File: config.mk
export PLATFORM = sky130hd
export DESIGN_NAME = jbi_snp_req_xmit
export DESIGN_NICKNAME = d
export VERILOG_FILES = /design/src/rtl/jbi_snp_req_xmit.sv
export SDC_FILE = /design/constraint.sdc
export NUM_CORES = 1
export LEC_CHECK = 0
export ABC_AREA = 1
export CAP_MARGIN = 0
export CORE_MARGIN = 3
export CORE_UTILIZATION = 48
export DETAILED_ROUTE_END_ITERATION = 7
export GPL_TIMING_DRIVEN = 0
export PLACE_DENSITY = 0.87
export SKIP_LAST_GASP = 1
export SLEW_MARGIN = 20
export SYNTH_ARGS = -nofsm -noshare
export SYNTH_HDL_FRONTEND = slang
export SYNTH_SLANG_ARGS = --single-unit
File: constraint.sdc
create_clock -name rclk -period 2.3 [get_ports rclk]
set_clock_uncertainty 0.1 [all_clocks]
set_input_delay 0.23 -clock rclk [delete_from_list [all_inputs] [get_ports rclk]]
set_output_delay 0.23 -clock rclk [all_outputs]
set_load 0.005 [all_outputs]
File: src/rtl/jbi_snp_req_xmit.sv
`default_nettype none
// ============================================================================
// Module   : jbi_snp_req_xmit
// Purpose  : JBI-side request transmitter feeding the sctag snoop IQ. It
//            accepts one read/WR8/WR64 request at a time, pulses jbi_req_vld
//            and then serializes the header and data beats onto the 32-bit
//            jbi_sctag_req bus. A credit counter tracks the free snoop IQ
//            entries and is refilled by sctag_jbi_iq_dequeue.
// Options  : JBI_SNP_XMIT_STALL_CNT_EN adds a saturating stall_cnt output
//            counting cycles in which a request waits in IDLE for a credit.
// Revision : 1.0 - initial release
// ============================================================================
module jbi_snp_req_xmit #(
  parameter int CREDITS = 2,
  parameter int CRW     = 2
) (
  input  logic           rclk,
  input  logic           rst,
  input  logic           src_vld,
  output logic           src_rdy,
  input  logic           src_wr64,
  input  logic [63:0]    src_hdr,
  input  logic [63:0]    src_data,
  output logic [3:0]     src_widx,
  output logic           src_wrd,
  input  logic [31:0]    src_wdata,
  output logic           jbi_req_vld,
  output logic [31:0]    jbi_sctag_req,
  input  logic           sctag_jbi_iq_dequeue,
  output logic [CRW-1:0] credit_cnt,
  output logic           busy,
  output logic           cred_err
`ifdef JBI_SNP_XMIT_STALL_CNT_EN
  ,
  output logic [15:0]    stall_cnt
`endif
);

  localparam logic [CRW-1:0] c_cred_full = CRW'(CREDITS);
  localparam logic [CRW-1:0] c_cred_one  = CRW'(1);

  typedef enum logic [2:0] {
    ST_IDLE = 3'd0,
    ST_REQ  = 3'd1,
    ST_HDR1 = 3'd2,
    ST_HDR2 = 3'd3,
    ST_DATA = 3'd4
  } state_t;

  state_t         state_q;
  logic [63:0]    hdr_q;
  logic [63:0]    data_q;
  logic           wr64_q;
  logic           beat_q;      // short request: 0 while data1 is on the bus
  logic           vld_q;
  logic [31:0]    bus_q;
  logic           wrd_q;
  logic [3:0]     widx_q;
  logic [CRW-1:0] credit_q;
  logic [CRW-1:0] credit_d;
  logic           err_q;
  logic           err_d;
  logic           w_accept;

  assign w_accept      = ~rst & (state_q == ST_IDLE) & (credit_q != '0) & src_vld;
  assign src_rdy       = w_accept;
  assign busy          = (state_q != ST_IDLE);
  assign jbi_req_vld   = vld_q;
  assign jbi_sctag_req = bus_q;
  assign src_wrd       = wrd_q;
  assign src_widx      = widx_q;
  assign credit_cnt    = credit_q;
  assign cred_err      = err_q;

  // Request sequencer: every bus/fetch output is registered one cycle ahead.
  always_ff @(posedge rclk) begin
    if (rst) begin
      state_q <= ST_IDLE;
      hdr_q   <= '0;
      data_q  <= '0;
      wr64_q  <= 1'b0;
      beat_q  <= 1'b0;
      vld_q   <= 1'b0;
      bus_q   <= '0;
      wrd_q   <= 1'b0;
      widx_q  <= '0;
    end else begin
      // WR64 fetch index walks 0..15, then drops src_wrd and wraps to 0.
      if (wrd_q) begin
        if (widx_q == 4'hF) wrd_q <= 1'b0;
        widx_q <= widx_q + 4'd1;
      end
      case (state_q)
        ST_IDLE: begin
          bus_q <= '0;
          vld_q <= 1'b0;
          if (w_accept) begin
            hdr_q   <= src_hdr;
            data_q  <= src_data;
            wr64_q  <= src_wr64;
            vld_q   <= 1'b1;
            state_q <= ST_REQ;
          end
        end
        ST_REQ: begin
          vld_q   <= 1'b0;
          bus_q   <= hdr_q[63:32];
          state_q <= ST_HDR1;
        end
        ST_HDR1: begin
          bus_q <= hdr_q[31:0];
          if (wr64_q) begin
            wrd_q  <= 1'b1;
            widx_q <= 4'h0;
          end
          state_q <= ST_HDR2;
        end
        ST_HDR2: begin
          bus_q   <= wr64_q ? src_wdata : data_q[63:32];
          beat_q  <= 1'b0;
          state_q <= ST_DATA;
        end
        ST_DATA: begin
          if (wr64_q) begin
            // src_wrd stays high until the last word has been fetched.
            if (wrd_q) begin
              bus_q <= src_wdata;
            end else begin
              bus_q   <= '0;
              state_q <= ST_IDLE;
            end
          end else if (!beat_q) begin
            bus_q  <= data_q[31:0];
            beat_q <= 1'b1;
          end else begin
            bus_q   <= '0;
            beat_q  <= 1'b0;
            state_q <= ST_IDLE;
          end
        end
        default: begin
          bus_q   <= '0;
          vld_q   <= 1'b0;
          state_q <= ST_IDLE;
        end
      endcase
    end
  end

  // Credit next-state: accept consumes, dequeue returns, both cancel out.
  always_comb begin
    credit_d = credit_q;
    err_d    = err_q;
    if (w_accept && !sctag_jbi_iq_dequeue) begin
      credit_d = credit_q - c_cred_one;
    end else if (!w_accept && sctag_jbi_iq_dequeue) begin
      if (credit_q == c_cred_full) err_d = 1'b1;
      else credit_d = credit_q + c_cred_one;
    end
  end

  // Credit counter and sticky over-dequeue flag.
  always_ff @(posedge rclk) begin
    if (rst) begin
      credit_q <= c_cred_full;
      err_q    <= 1'b0;
    end else begin
      credit_q <= credit_d;
      err_q    <= err_d;
    end
  end

`ifdef JBI_SNP_XMIT_STALL_CNT_EN
  logic [15:0] stall_q;
  assign stall_cnt = stall_q;

  // Saturating count of cycles a pending request is blocked by zero credit.
  always_ff @(posedge rclk) begin
    if (rst) begin
      stall_q <= '0;
    end else if (src_vld && (state_q == ST_IDLE) && (credit_q == '0) &&
                 (stall_q != 16'hFFFF)) begin
      stall_q <= stall_q + 16'd1;
    end
  end
`endif

endmodule
`default_nettype wire

==> out/qor.yml, run 1 <==
status: "finished clean"
io_buffers: 207
holdPathEnd: "hdr_q[12]"
final_nets: 1501
worstSetupStartpointType: "register"
cpPeakStageDelay_ns: 0.51
finalSetupViolCount: 0
wl_per_cell_um: 16.6
pin_count: 208
met3_length_um: 2380
slew_violations: 0
min_from: "src_hdr[12]"
drt_iter0_drc: 763
synth_cells: 1105
cts_made_buffers: 17
grt_max_degree: 17
wl_met1_um: 10600
r2r_cells: 6
via_count: 8376
routed.top_layer: "met4"
power_per_cell_area_nw_per_um2: 784
route.detailed.drc: 0
core-area_sq_um: 15400
n_antenna_cell: 0
ff2ff_setup_slack_ns: 0.12
clk_latency_ns: 0.44
root_buffer: "clkbuf_16"
dpl_cell_area_sq_um: 9950
rsz0062_at_grt: "yes"
required_ns: 1.97
synth_nets: 1273
die_area_sq_um: 17400
ys_seq_area_share_pct: 45.8
die_h_um: 132
crit_type: "register to primary output"
min_path_type: "primary input to register"
die_x_um: 132
synth.ff_latch_count: 174
max_clock_freq_ghz: 0.449
viasPerCell: 5.38
hpwl_um: 18500
yosysUniqueCellTypes: 21
finalCritPeriodShare_pct: 96.9
crit_fanout: 10
worst_pin_slew_ns: 0.717
crit_slowest_cell: "clkdlybuf4s50_1"
worstPathArrival_ns: 1.90
syn_avg_cell_area_sq_um: 6.89
grt_overflow: 0
finalPower_uw: 8320
synth_area_sq_um: 7610
fin_area_sq_um: 10600
cp-end-kind: "primary output"
met2_length_um: 11800
cts_tree: "yes"
ctsLongestPathBuffers: 2
drv_cap: 0
grt_pass1_vias: 8010
rows: 45
p_leak_uw: 0.00441
syn2layout_area_growth_pct: 39.3
clk_pin_slew_ns: 0.06
wl_um: 25800
reg2reg_from: "src_wrd"
cts.sinks: 174
min_period_ns: 2.23
place_congestion: 0.938
first_pass_iters: 5
antenna_found_initial: 0
worst_r2r_endpoint: "jbi_sctag_req[9]"
worst_path_most_repeated_cell: "nand2_2"
cts.htree.levels: 4
max-vdd-ir-drop_uv: 652
slew_headroom_pct: 52.2
drive_above_1_share_pct: 5.87
grt_use_total_pct: 29.3
hold_viol: 0
antenna_left: 0
initial_core_util_pct: 49.5
hold_depth: 3
cp_cell_sequence: "inv_1, nand2_2, nand2_2, nor2_4, buf_12, clkdlybuf4s50_1"
yosysWarningCount: 0
grt_pass1_wl_um: 40900
power breakdown:
group	switching (uW)	internal (uW)	total, uW
Clock	1250	1660	2910
Sequential	187	3350	3540
Combinational	1080	782	1860
timing repair:
item,CTS,global route
buffers inserted,3,0
hold buffers,0,0
pin swaps,2,0
gates cloned,1,0
setup endpoints to repair,2,2
hold endpoints to repair,0,0
resized for setup,3,5
registers in the layout, indices dropped and copies added (netlist names):
| signal | count |
|---|---|
| state_q | 3 |
| src_wrd | 1 |
| wr64_q | 1 |
| hdr_q | 64 |
| jbi_req_vld | 1 |
| src_widx | 4 |
| data_q | 64 |
| credit_cnt | 2 |
| beat_q | 1 |
| cred_err | 1 |
| jbi_sctag_req | 32 |
per-layer routing:
layer,vias to the layer above,GRT usage [%]
li1,4063,-
met5,-,0
met3,86,5.65
met2,487,45.9
met1,3740,38.2
met4,0,16.2
logic make-up after synthesis:
family / share of synthesized area, %
compound gates: 11.4
xor+xnor: 0.230
fa+ha+maj: 0.493
buf+inv: 6.90
flops: 45.8
mux: 0.131
simple gates: 35.1
critical path: cells and delay by family, from the launching register on:
family | cells | cell delay, ns
flops | 1 | 0.36
simple gates | 3 | 0.34
buf+inv | 3 | 0.76
layout make-up:
class	instances	area, sq um
flip-flops and latches	174	3490
clock inverters	13	139
multi-input cells	828	3610
clock buffers	19	453
inverters	15	56.3
well taps	211	264
plain buffers	86	465
repair buffers	211	2130
fillers	1237	4770
through the flow:
| stage | util (%) | std cells | hold WS (ns) | worst slack, ns | TNS (ns) |
|---|---|---|---|---|---|
| 6_report | 69.0 | 1557 | 0.274 | 0.0715 | 0 |
| 5_1_grt | 69.0 | 1557 | 0.284 | -0.000512 | -0.000512 |
| 4_1_cts | 68.9 | 1558 | 0.269 | 0.00403 | 0 |
| 3_5_place_dp | 64.7 | 1523 | 0.344 | -0.242 | -1.45 |
| 3_3_place_gp | 64.7 | 1523 | 0.342 | -0.242 | -0.894 |
| 2_1_floorplan | - | 1105 | 0.265 | 0.375 | 0 |
cell usage in the layout (no fill, tap or decap), types with 2 or more instances in the layout:
cell type,synthesis,routed
nand2_2,1,3
clkbuf_16,0,17
buf_4,10,12
buf_2,15,14
nand2_1,175,173
dfxtp_1,174,172
dfxtp_2,0,2
clkdlybuf4s50_1,0,206
buf_6,11,10
o21ai_0,92,92
bufinv_16,0,2
a21oi_1,39,39
inv_1,14,14
nor2_4,2,2
nor2_1,332,331
nand4_1,34,34
clkbuf_8,0,2
clkinvlp_4,0,4
ha_1,3,3
nand3_1,104,104
xor2_1,2,2
clkinv_2,0,4
clkbuf_1,47,47
buf_1,5,5
o21ai_1,42,42
synthesized netlist by cell type:
library cell,instances,area share (%)
a21oi_1,39,2.6
nand3_1,104,6.8
inv_2,1,0.049
nor3b_1,1,0.099
clkbuf_1,47,2.3
ha_1,3,0.49
nor2_1,332,16
nor2_4,2,0.30
buf_2,15,0.99
nand2_2,1,0.082
buf_4,10,0.99
xor2_1,2,0.23
o21ai_0,92,6.0
nand4_1,34,2.8
mux2i_1,1,0.13
o21ai_1,42,2.8
buf_1,5,0.25
inv_1,14,0.69
nand2_1,175,8.6
dfxtp_1,174,46
buf_6,11,1.6
worst max-delay path by stage:
stage             startpoint            end  slack [ns]
2_1_floorplan     state_q[0]  credit_cnt[1]        0.38
3_3_place_gp             rst        src_rdy       -0.24
3_5_place_dp             rst  credit_cnt[1]       -0.24
4_1_cts                  rst        src_rdy       0.004
5_1_grt           state_q[1]  credit_cnt[1]     -0.0005
6_report       credit_cnt[1]        src_rdy        0.07
Power figures use the tool's default switching activity.
==> run 2, diff against run 1 <==
--- a/config.mk
+++ b/config.mk
@@ -6,6 +6,7 @@
 export NUM_CORES = 1
 export LEC_CHECK = 0
 export ABC_AREA = 1
+export ABC_CLOCK_PERIOD_IN_PS = 2300
 export CAP_MARGIN = 0
 export CORE_MARGIN = 3
 export CORE_UTILIZATION = 48
==> results of run 2 <==
No change in the layout: final DEF, timing and power equal those of run 1.
